[config.mk]
export PLATFORM = sky130hd
export DESIGN_NAME = mem_crossbar_n
export DESIGN_NICKNAME = d
export VERILOG_FILES = /design/src/rtl/crossbar_pkg.sv /design/src/rtl/addr_decoder_n.sv /design/src/rtl/mem_crossbar_n.sv
export SDC_FILE = /design/constraint.sdc
export NUM_CORES = 1
export LEC_CHECK = 0
export CAP_MARGIN = 20
export CORE_AREA = 8 8 129 131
export DETAILED_ROUTE_END_ITERATION = 7
export DIE_AREA = 0 0 137 139
export PLACE_DENSITY = 0.86
export SLEW_MARGIN = 20
export SYNTH_ARGS = -nofsm -noshare
export SYNTH_HDL_FRONTEND = slang
export SYNTH_SLANG_ARGS = --single-unit
[constraint.sdc]
create_clock -name clk -period 4 [get_ports clk]
set_clock_uncertainty 0.15 [all_clocks]
set_input_delay 0.4 -clock clk [delete_from_list [all_inputs] [get_ports clk]]
set_output_delay 0.4 -clock clk [all_outputs]
set_load 0.1 [all_outputs]
[src/rtl/crossbar_pkg.sv]
// Shared types and constants for the N-target memory/MMIO crossbar.
package crossbar_pkg;

  typedef enum logic [1:0] {
    IDLE = 2'd0,
    BUSY = 2'd1,
    ERR  = 2'd2
  } xbar_state_t;

  localparam logic [1:0] ERR_NONE     = 2'b00;
  localparam logic [1:0] ERR_UNMAPPED = 2'b01;
  localparam logic [1:0] ERR_TIMEOUT  = 2'b10;

  localparam logic [63:0] MEM_BASE       = 64'h0000_0000_0000_0000;
  localparam logic [63:0] MMIO_BASE      = 64'h0000_0000_8000_0000;
  localparam logic [63:0] REGION_MASK_2G = 64'hFFFF_FFFF_8000_0000;

endpackage

[src/rtl/addr_decoder_n.sv]
// Base/mask address decoder with lowest-index-wins priority on overlaps.
module addr_decoder_n #(
  parameter int NUM_SLAVES = 2,
  parameter int ADDR_WIDTH = 64,
  parameter int IDX_W      = 1,
  parameter logic [NUM_SLAVES*ADDR_WIDTH-1:0] REGION_BASE = '0,
  parameter logic [NUM_SLAVES*ADDR_WIDTH-1:0] REGION_MASK = '0
) (
  input  logic [ADDR_WIDTH-1:0] addr,
  output logic                  hit_any,
  output logic [IDX_W-1:0]      idx
);

  // Scan from the highest slave down so the lowest matching index is the last one written.
  always_comb begin
    hit_any = 1'b0;
    idx     = '0;
    for (int i = NUM_SLAVES - 1; i >= 0; i--) begin
      if ((addr & REGION_MASK[i*ADDR_WIDTH +: ADDR_WIDTH]) == REGION_BASE[i*ADDR_WIDTH +: ADDR_WIDTH]) begin
        hit_any = 1'b1;
        idx     = IDX_W'(i);
      end
    end
  end

endmodule

[src/rtl/mem_crossbar_n.sv]
// N-target crossbar between the MMU data port and downstream slaves, with
// sticky routing during stalls, unmapped-address faults and a stall timeout.
module mem_crossbar_n
  import crossbar_pkg::*;
#(
  parameter int NUM_SLAVES     = 2,
  parameter int ADDR_WIDTH     = 64,
  parameter int DATA_WIDTH     = 64,
  parameter logic [NUM_SLAVES*ADDR_WIDTH-1:0] REGION_BASE = {MEM_BASE, MMIO_BASE},
  parameter logic [NUM_SLAVES*ADDR_WIDTH-1:0] REGION_MASK = {REGION_MASK_2G, REGION_MASK_2G},
  parameter int TIMEOUT_CYCLES = 1024
) (
  input  logic                             clk,
  input  logic                             rst,
  input  logic                             wen_cpu,
  input  logic                             ren_cpu,
  input  logic [ADDR_WIDTH-1:0]            address_cpu,
  output logic [DATA_WIDTH-1:0]            rdata_cpu,
  output logic                             mem_stall,
  output logic [NUM_SLAVES-1:0]            wen_slv,
  output logic [NUM_SLAVES-1:0]            ren_slv,
  input  logic [NUM_SLAVES-1:0]            stall_slv,
  input  logic [NUM_SLAVES*DATA_WIDTH-1:0] rdata_slv,
  output logic                             err_valid,
  output logic [1:0]                       err_code,
  output logic [ADDR_WIDTH-1:0]            err_addr
);

  localparam int TGT_W = (NUM_SLAVES > 1) ? $clog2(NUM_SLAVES) : 1;
  localparam int CNT_W = (TIMEOUT_CYCLES > 0) ? $clog2(TIMEOUT_CYCLES + 1) : 1;
  localparam logic [CNT_W-1:0] CNT_MAX = CNT_W'(TIMEOUT_CYCLES);

  xbar_state_t            state, next_state;
  logic [TGT_W-1:0]       tgt;
  logic [CNT_W-1:0]       cnt;
  logic                   req;
  logic                   hit_any;
  logic [TGT_W-1:0]       dec_idx;
  logic                   timeout_hit;
  logic                   fwd;
  logic [TGT_W-1:0]       sel;
  logic [DATA_WIDTH-1:0]  rdata_arr [NUM_SLAVES];

  assign req = wen_cpu | ren_cpu;

  for (genvar g = 0; g < NUM_SLAVES; g++) begin : g_unpack
    assign rdata_arr[g] = rdata_slv[g*DATA_WIDTH +: DATA_WIDTH];
  end

  addr_decoder_n #(
    .NUM_SLAVES (NUM_SLAVES),
    .ADDR_WIDTH (ADDR_WIDTH),
    .IDX_W      (TGT_W),
    .REGION_BASE(REGION_BASE),
    .REGION_MASK(REGION_MASK)
  ) u_dec (
    .addr   (address_cpu),
    .hit_any(hit_any),
    .idx    (dec_idx)
  );

  // A stalled transaction is abandoned once it has spent TIMEOUT_CYCLES cycles in BUSY.
  assign timeout_hit = (TIMEOUT_CYCLES != 0) && (state == BUSY) && req &&
                       stall_slv[tgt] && (cnt == CNT_MAX);

  // State, latched target, stall counter and sticky error registers.
  always_ff @(posedge clk) begin
    if (rst) begin
      state    <= IDLE;
      tgt      <= '0;
      cnt      <= '0;
      err_code <= ERR_NONE;
      err_addr <= '0;
    end else begin
      state <= next_state;
      case (state)
        IDLE: begin
          if (req && hit_any && stall_slv[dec_idx]) begin
            tgt <= dec_idx;
            cnt <= CNT_W'(1);
          end else if (req && !hit_any) begin
            err_code <= ERR_UNMAPPED;
            err_addr <= address_cpu;
          end
        end
        BUSY: begin
          if (timeout_hit) begin
            err_code <= ERR_TIMEOUT;
            err_addr <= address_cpu;
          end else if (next_state == BUSY) begin
            cnt <= cnt + CNT_W'(1);
          end
        end
        default: ;
      endcase
    end
  end

  // Next-state logic: stall holds us in BUSY, faults pass through a single ERR cycle.
  always_comb begin
    next_state = state;
    case (state)
      IDLE: begin
        if (req) begin
          if (!hit_any)                next_state = ERR;
          else if (stall_slv[dec_idx]) next_state = BUSY;
        end
      end
      BUSY: begin
        if (!req || !stall_slv[tgt]) next_state = IDLE;
        else if (timeout_hit)        next_state = ERR;
      end
      ERR:     next_state = IDLE;
      default: next_state = IDLE;
    endcase
  end

  // Output muxing: route to one slave only, everything forced quiet while in reset.
  always_comb begin
    fwd       = 1'b0;
    sel       = '0;
    wen_slv   = '0;
    ren_slv   = '0;
    mem_stall = 1'b0;
    rdata_cpu = '0;
    err_valid = 1'b0;
    if (!rst) begin
      case (state)
        IDLE: begin
          if (req) begin
            if (hit_any) begin
              fwd       = 1'b1;
              sel       = dec_idx;
              mem_stall = stall_slv[dec_idx];
            end else begin
              mem_stall = 1'b1;
            end
          end
        end
        BUSY: begin
          if (req) begin
            sel       = tgt;
            mem_stall = stall_slv[tgt];
            fwd       = !timeout_hit;
          end
        end
        ERR:     err_valid = 1'b1;
        default: ;
      endcase
      if (fwd) begin
        wen_slv[sel] = wen_cpu;
        ren_slv[sel] = ren_cpu & ~wen_cpu;
        rdata_cpu    = rdata_arr[sel];
      end
    end
  end

endmodule

## After elaboration in Yosys (flattened, before gate mapping)

Index checks and enable logic that the tools add are counted.

| storage, ports and cells | value |
|---|---|
| logic and storage cells | 99 |
| input port bits | 198 |
| memories kept | 0 |
| output and inout bits | 136 |
| register bits | 80 |
| ROM bits | 0 |
| bits in latches | 0 |
| RAM bits | 0 |

| cells by class | value |
|---|---|
| multiply operators | 0 |
| add/sub/neg operators | 1 |
| reductions and logical operators | 18 |
| order comparisons | 5 |
| bitwise logic cells | 6 |
| eq/ne operators | 11 |
| divide/modulo/power cells | 0 |
| shift-type cells | 0 |
| muxes and demuxes | 53 |

Operators with widths:

| cell | count |
|---|---|
| 64-bit 2-to-1 mux | 8 |
| 64-bit one-hot mux with 2 select lines | 1 |
| 64-bit zero test | 1 |
| 33-bit by 1-bit == test with 1-bit output, second input constant | 1 |
| 11-bit 2-to-1 mux | 3 |
| 2-bit 2-to-1 mux | 12 |
| 1-bit 2-to-1 mux | 22 |
| 11-bit one-hot mux with 2 select lines | 1 |
| 11-bit by 1-bit adder with 11-bit output, second input constant | 1 |
| 11-bit == test, second input constant | 1 |
| 2-bit != test, second input constant | 5 |
| 2-bit one-hot mux with 2 select lines | 2 |
| 4-bit AND reduction | 2 |
| 1-bit logical AND | 7 |
| 1-bit by 2-bit less-than comparator with 1-bit output, second input constant | 3 |
| 1-bit one-hot mux with 2 select lines | 3 |
| 2-bit bitwise AND | 2 |
| 2-bit by 1-bit == test with 1-bit output, second input constant | 2 |
| 1-bit zero test | 4 |
| 2-bit == test, second input constant | 1 |
| 2-bit greater-or-equal comparator, second input constant | 1 |
| 2-bit zero test | 1 |
| 2-bit by 1-bit != test with 1-bit output, second input constant | 1 |
| 1-bit inverter with 2-bit output | 1 |
| 8 further kinds | 8 |

## Depth between registers and ports, before layout

| depth | value |
|---|---|
| word-level depth | 14 |
| depth in mapped cells | 8 |
| mapped depth without buffers | 6 |

## By module

A second synthesis with hierarchy kept.

| unflattened totals | value |
|---|---|
| cells, all modules | 612 |
| area total of the unflattened synthesis | 4052.6 µm² |

Modules (own cells, without submodules):

| module | sequential area each (µm²) | cells an instance | times used | area each (µm²) |
|---|---|---|---|---|
| mem_crossbar_n | 1601.5 | 599 | 1 | 3966.3 |
| addr_decoder_n | 0.0 | 13 | 1 | 86.3 |

## Worst setup path after synthesis

No wires, ideal clock.

| timing path | value |
|---|---|
| kind | input to output |
| start | input address_cpu[38] |
| end | output ren_slv[0] |
| required time | 3.450 ns |
| cell stages on the path | 6 |
| setup slack | -0.832 ns |
| data arrival time | 4.282 ns |
| path buffers | 1 |
| path through | nor4_1 -> nand4_1 -> o21ai_1 -> nand3_1 -> buf_2 -> nor4_1 |

| between the ends | value |
|---|---|
| word-level cells in the longest chain between the ends | 14 |
| elaborated cells between the ends (all ways) | 21 |
| those cells by class | order compare (2); eq/ne (1); mux (15); bitwise (1); reduce/logical (2) |

RTL lines:

| what | line | text |
|---|---|---|
| start, declared | mem_crossbar_n.sv:17 | `input logic [ADDR_WIDTH-1:0] address_cpu,` |
| 64-bit zero test | addr_decoder_n.sv:19 | `if ((addr & REGION_MASK[i*ADDR_WIDTH +: ADDR_WIDTH]) == REGION_BASE[i*ADDR_WIDTH +: ADDR_WIDTH]) begin` |
| 1-bit 2-to-1 mux (2 in series) | addr_decoder_n.sv:19 |  |
| 1-bit 2-to-1 mux | mem_crossbar_n.sv:131 | `if (hit_any) begin` |
| 1-bit 2-to-1 mux | mem_crossbar_n.sv:130 | `if (req) begin` |
| 1-bit one-hot mux with 2 select lines | mem_crossbar_n.sv:128 | `case (state)` |
| 1-bit 2-to-1 mux | mem_crossbar_n.sv:127 | `if (!rst) begin` |
| 1-bit by 2-bit less-than comparator with 1-bit output (not written as such) / 1-bit greater-or-equal comparator (equally long branches) | mem_crossbar_n.sv:152 | `ren_slv[sel] = ren_cpu & ~wen_cpu;` |
| 1-bit logical AND (not written as such) | mem_crossbar_n.sv:152 |  |
| 1-bit 2-to-1 mux (not written as such) | mem_crossbar_n.sv:152 |  |
| 1-bit demux with 1-bit select | mem_crossbar_n.sv:152 |  |
| 2-bit bitwise AND (no source line) | -- |  |
| 2-bit 2-to-1 mux (*) | mem_crossbar_n.sv:150 | `if (fwd) begin` |
| 2-bit 2-to-1 mux (*) | mem_crossbar_n.sv:127 |  |
| end, declared | mem_crossbar_n.sv:21 | `output logic [NUM_SLAVES-1:0] ren_slv,` |

Mark *: on every way between the ends. The rest lies on a longest branch, timed or not. The select of a mux whose other input is x is not followed.

## Worst setup path after layout

| timing path | value |
|---|---|
| start | input address_cpu[54] |
| end | output rdata_cpu[46] |

| between the ends | value |
|---|---|
| word-level cells in the longest chain between the ends | 13 |
| elaborated cells between the ends (all ways) | 19 |
| those cells by class | eq/ne (1); mux (16); bitwise (1); reduce/logical (1) |

RTL lines:

| what | line | text |
|---|---|---|
| 64-bit zero test | addr_decoder_n.sv:19 |  |
| 1-bit 2-to-1 mux (2 in series) | addr_decoder_n.sv:19 |  |
| 1-bit 2-to-1 mux | mem_crossbar_n.sv:131 |  |
| 1-bit 2-to-1 mux | mem_crossbar_n.sv:130 |  |
| 1-bit one-hot mux with 2 select lines | mem_crossbar_n.sv:128 |  |
| 1-bit 2-to-1 mux | mem_crossbar_n.sv:127 |  |
| 1-bit inverter with 2-bit output (not written as such) | mem_crossbar_n.sv:153 | `rdata_cpu = rdata_arr[sel];` |
| 64-bit 2-to-1 mux (not written as such) (3 in series) | mem_crossbar_n.sv:153 |  |
| 64-bit 2-to-1 mux (*) | mem_crossbar_n.sv:150 |  |
| 64-bit 2-to-1 mux (*) | mem_crossbar_n.sv:127 |  |
| end, declared | mem_crossbar_n.sv:18 | `output logic [DATA_WIDTH-1:0] rdata_cpu,` |

Marks and branches as above.

==> flow_summary.json <==
{
  "status": "finished clean",
  "clockPowerShare": 0.331,
  "dieArea_um2": 19000,
  "grt_setup_unrepaired": "no",
  "multiInputGateArea_um2": 3050,
  "critPathLaunch": "address_cpu[54]",
  "crit_top_cell": "buf_12",
  "ir_drop_v": 0.000231,
  "first_pass_iters": 5,
  "period_share": 0.919,
  "io_pins": 334,
  "dr.first_iter.drc_count": 382,
  "synth-xor-area-share": 0.0158,
  "yosys.area_share.simple": 0.307,
  "cts.path.max_buffers": 2,
  "ys_ff_latch": 80,
  "seq_power_share": 0.317,
  "avgSynthCellArea_um2": 7.99,
  "synth_cells": 623,
  "die_width_um": 137,
  "drive_gt1_frac": 0.120,
  "relSlewSlack": 0.314,
  "grt_use_total": 0.208,
  "vias": 5684,
  "ys_seq_area_frac": 0.322,
  "cts_made_buffers": 9,
  "yosys.cell_count.top_type": "nand2b_1",
  "fin_nets": 1126,
  "antenna_cells": 0,
  "r2r_start": "tgt",
  "dp_slack_ps": 370,
  "netlist.top_cell.by_area": "dfxtp_1",
  "hold_violations": 0,
  "worstSetupStartpointType": "primary input",
  "wl_met1_um": 8180,
  "ys_types": 40,
  "combPwrFrac": 0.352,
  "fin_tns_setup_ps": 0,
  "crit_type": "in -> out",
  "hpwlAfterDp_um": 16400,
  "regArea_um2": 1600,
  "maxCapViolations": 0,
  "setup_viol": 0,
  "synth_area_um2": 4980,
  "ctsResizeCount": 0,
  "rrSetupSlack_ps": 1780,
  "postLayoutCoreUtil": 0.641,
  "cts_sinks": 80,
  "synth_ff_type": "dfxtp_1",
  "rows": 45,
  "final_antenna_net_count": 0,
  "setup_ws_ps": 322,
  "nFillCells": 1159,
  "cp-endpoint": "rdata_cpu[46]",
  "final-max-slew-violation-count": 0,
  "synth_top_family_by_area": "simple AND/OR/NAND/NOR gates",
  "yosys_warnings": 0,
  "layout.cells.non_filler": 1119,
  "hold_path.class": "in -> reg",
  "route.met3.wl_um": 2060,
  "grt-ovfl-total": 0,
  "grt_pass1_wl_um": 31800,
  "wl_met2_um": 10400,
  "path_buf_inv": 3,
  "dp.cells": 1103,
  "cp.depth": 8,
  "tightest_slew_ps": 1030,
  "max_stage_delay_ps": 420,
  "htreeDepth": 3,
  "leakagePower_uw": 0.00345,
  "synth_compound_area_frac": 0.147,
  "clockRootBuffer": "clkbuf_16",
  "async_reset_ff_frac": 0,
  "synth_area_leaders": "dfxtp_1 (32%), nand2b_1 (16%), mux2i_1 (13%), nand3_1 (6.9%), a21oi_1 (6.6%)",
  "crit_chain": "clkdlybuf4s50_1 -> nor4_1 -> nand4_1 -> o21ai_4 -> nand3_2 -> buf_12 -> a21oi_1 -> buf_12",
  "hp-start": "rst",
  "fmax_mhz": 272,
  "synthAdderAreaFrac": 0.00503,
  "fp.dieH_um": 139,
  "io_buffers": 333,
  "p_int_uw": 1780,
  "synth_nets": 823,
  "cp_max_fo": 49,
  "swShare": 0.362,
  "hold_buffers": 0,
  "power_density_nw_per_um2": 295,
  "wl_um": 20800,
  "yosysTopAreaCellShare": 0.322,
  "area_growth_pct": 89.9,
  "cp.required_ps": 3450,
  "cp.arrival_ps": 3130,
  "grt_pass1_vias": 5832,
  "drc": 0,
  "place_congestion": 0.938,
  "antenna_found_initial": 0,
  "worst_path_max_delay_cell": "clkdlybuf4s50_1",
  "reg2reg_to": "err_addr[17]",
  "grt_max_degree": 133,
  "cts_tree": "done",
  "synth_edf_count": 0,
  "wl_per_cell_um": 18.6,
  "top_layer_used": "met4",
  "min_period_ps": 3680,
  "clk_latency_ps": 330,
  "crit_path_end_kind": "output pin",
  "power.net_switching_uw": 1010,
  "synth_mux_area_frac": 0.135,
  "clkTransAtPathRegs_ps": 70,
  "coreArea_um2": 14800,
  "ys_top_cells_by_count": "nand2b_1 (130), dfxtp_1 (80), nand3_1 (69)",
  "critPathTopFamily": "simple AND/OR/NAND/NOR gates",
  "postCtsSetupBuffers": 0,
  "vias_per_cell": 5.08,
  "start_util": 0.337,
  "reg2reg_depth": 6
}
worst min-delay path by stage:
stage | end | slack [ps] | depth (start not counted)
final | err_code[0] | 200 | 2
after global routing | err_code[0] | 210 | 2
after CTS | err_code[0] | 200 | 2
after detailed placement | err_addr[39] | 320 | 2
after global placement | err_addr[58] | 310 | 2
after floorplan | cnt[10] | 340 | 2
registers in the layout, indices dropped and copies added (netlist names):
| signal | count |
|---|---|
| err_addr | 64 |
| err_code | 2 |
| state | 2 |
| tgt | 1 |
| cnt | 11 |
placed cells by master, fill, tap and decap left out, types with 2 or more instances in the layout:
| cell type | n |
|---|---|
| clkbuf_16 | 9 |
| clkdlybuf4s50_1 | 263 |
| mux2i_1 | 67 |
| inv_1 | 5 |
| xor2_1 | 8 |
| nand4_1 | 9 |
| and4_1 | 2 |
| nor3_1 | 6 |
| nand2b_1 | 130 |
| inv_6 | 2 |
| nand3_1 | 67 |
| o21ai_1 | 9 |
| dfxtp_1 | 80 |
| nand2_1 | 3 |
| bufinv_16 | 2 |
| nor2_1 | 19 |
| or2_1 | 2 |
| buf_12 | 74 |
| buf_4 | 12 |
| a211oi_1 | 2 |
| ha_1 | 2 |
| nor4_1 | 13 |
| nand3_2 | 2 |
| inv_8 | 2 |
| a21oi_1 | 66 |
| o21ai_0 | 55 |
area by class of cell:
cell class / count / share of cell area
sequential: 80 / 0.169
clock inverter: 7 / 0.0114
tap: 188 / 0.0249
inverter: 5 / 0.00199
timing repair buffer: 350 / 0.445
multi-input combinational: 480 / 0.323
clock buffer: 9 / 0.0238
power by group through the flow:
stage	Sequential (uW)	Clock [uW]	Combinational [uW]
after floorplan	1310	0	229
after global placement	899	0	976
after detailed placement	903	0	983
after CTS	885	947	986
after global routing	891	984	1020
final	885	923	981
stage by stage:
step / hold slack, ps / power, uW / cell area (um^2)
floorplan: 343 / 1540 / 4980
global placement: 309 / 1870 / 9120
detailed placement: 316 / 1890 / 9120
CTS: 195 / 2820 / 9450
global route: 214 / 2900 / 9450
finish: 197 / 2790 / 9450
metal layers:
metal  GRT usage  vias up
met5           0        -
met4      0.0378        0
met3      0.0667       17
met2       0.359      253
met1       0.246     2632
li1            -     2782
cell families after synthesis:
family,count (synthesis)
mux,67
buf+inv,63
simple gates,263
compound gates,139
fa+ha+maj,2
xor+xnor,9
flops,80
No activity file was read; power rests on OpenSTA's default activity.
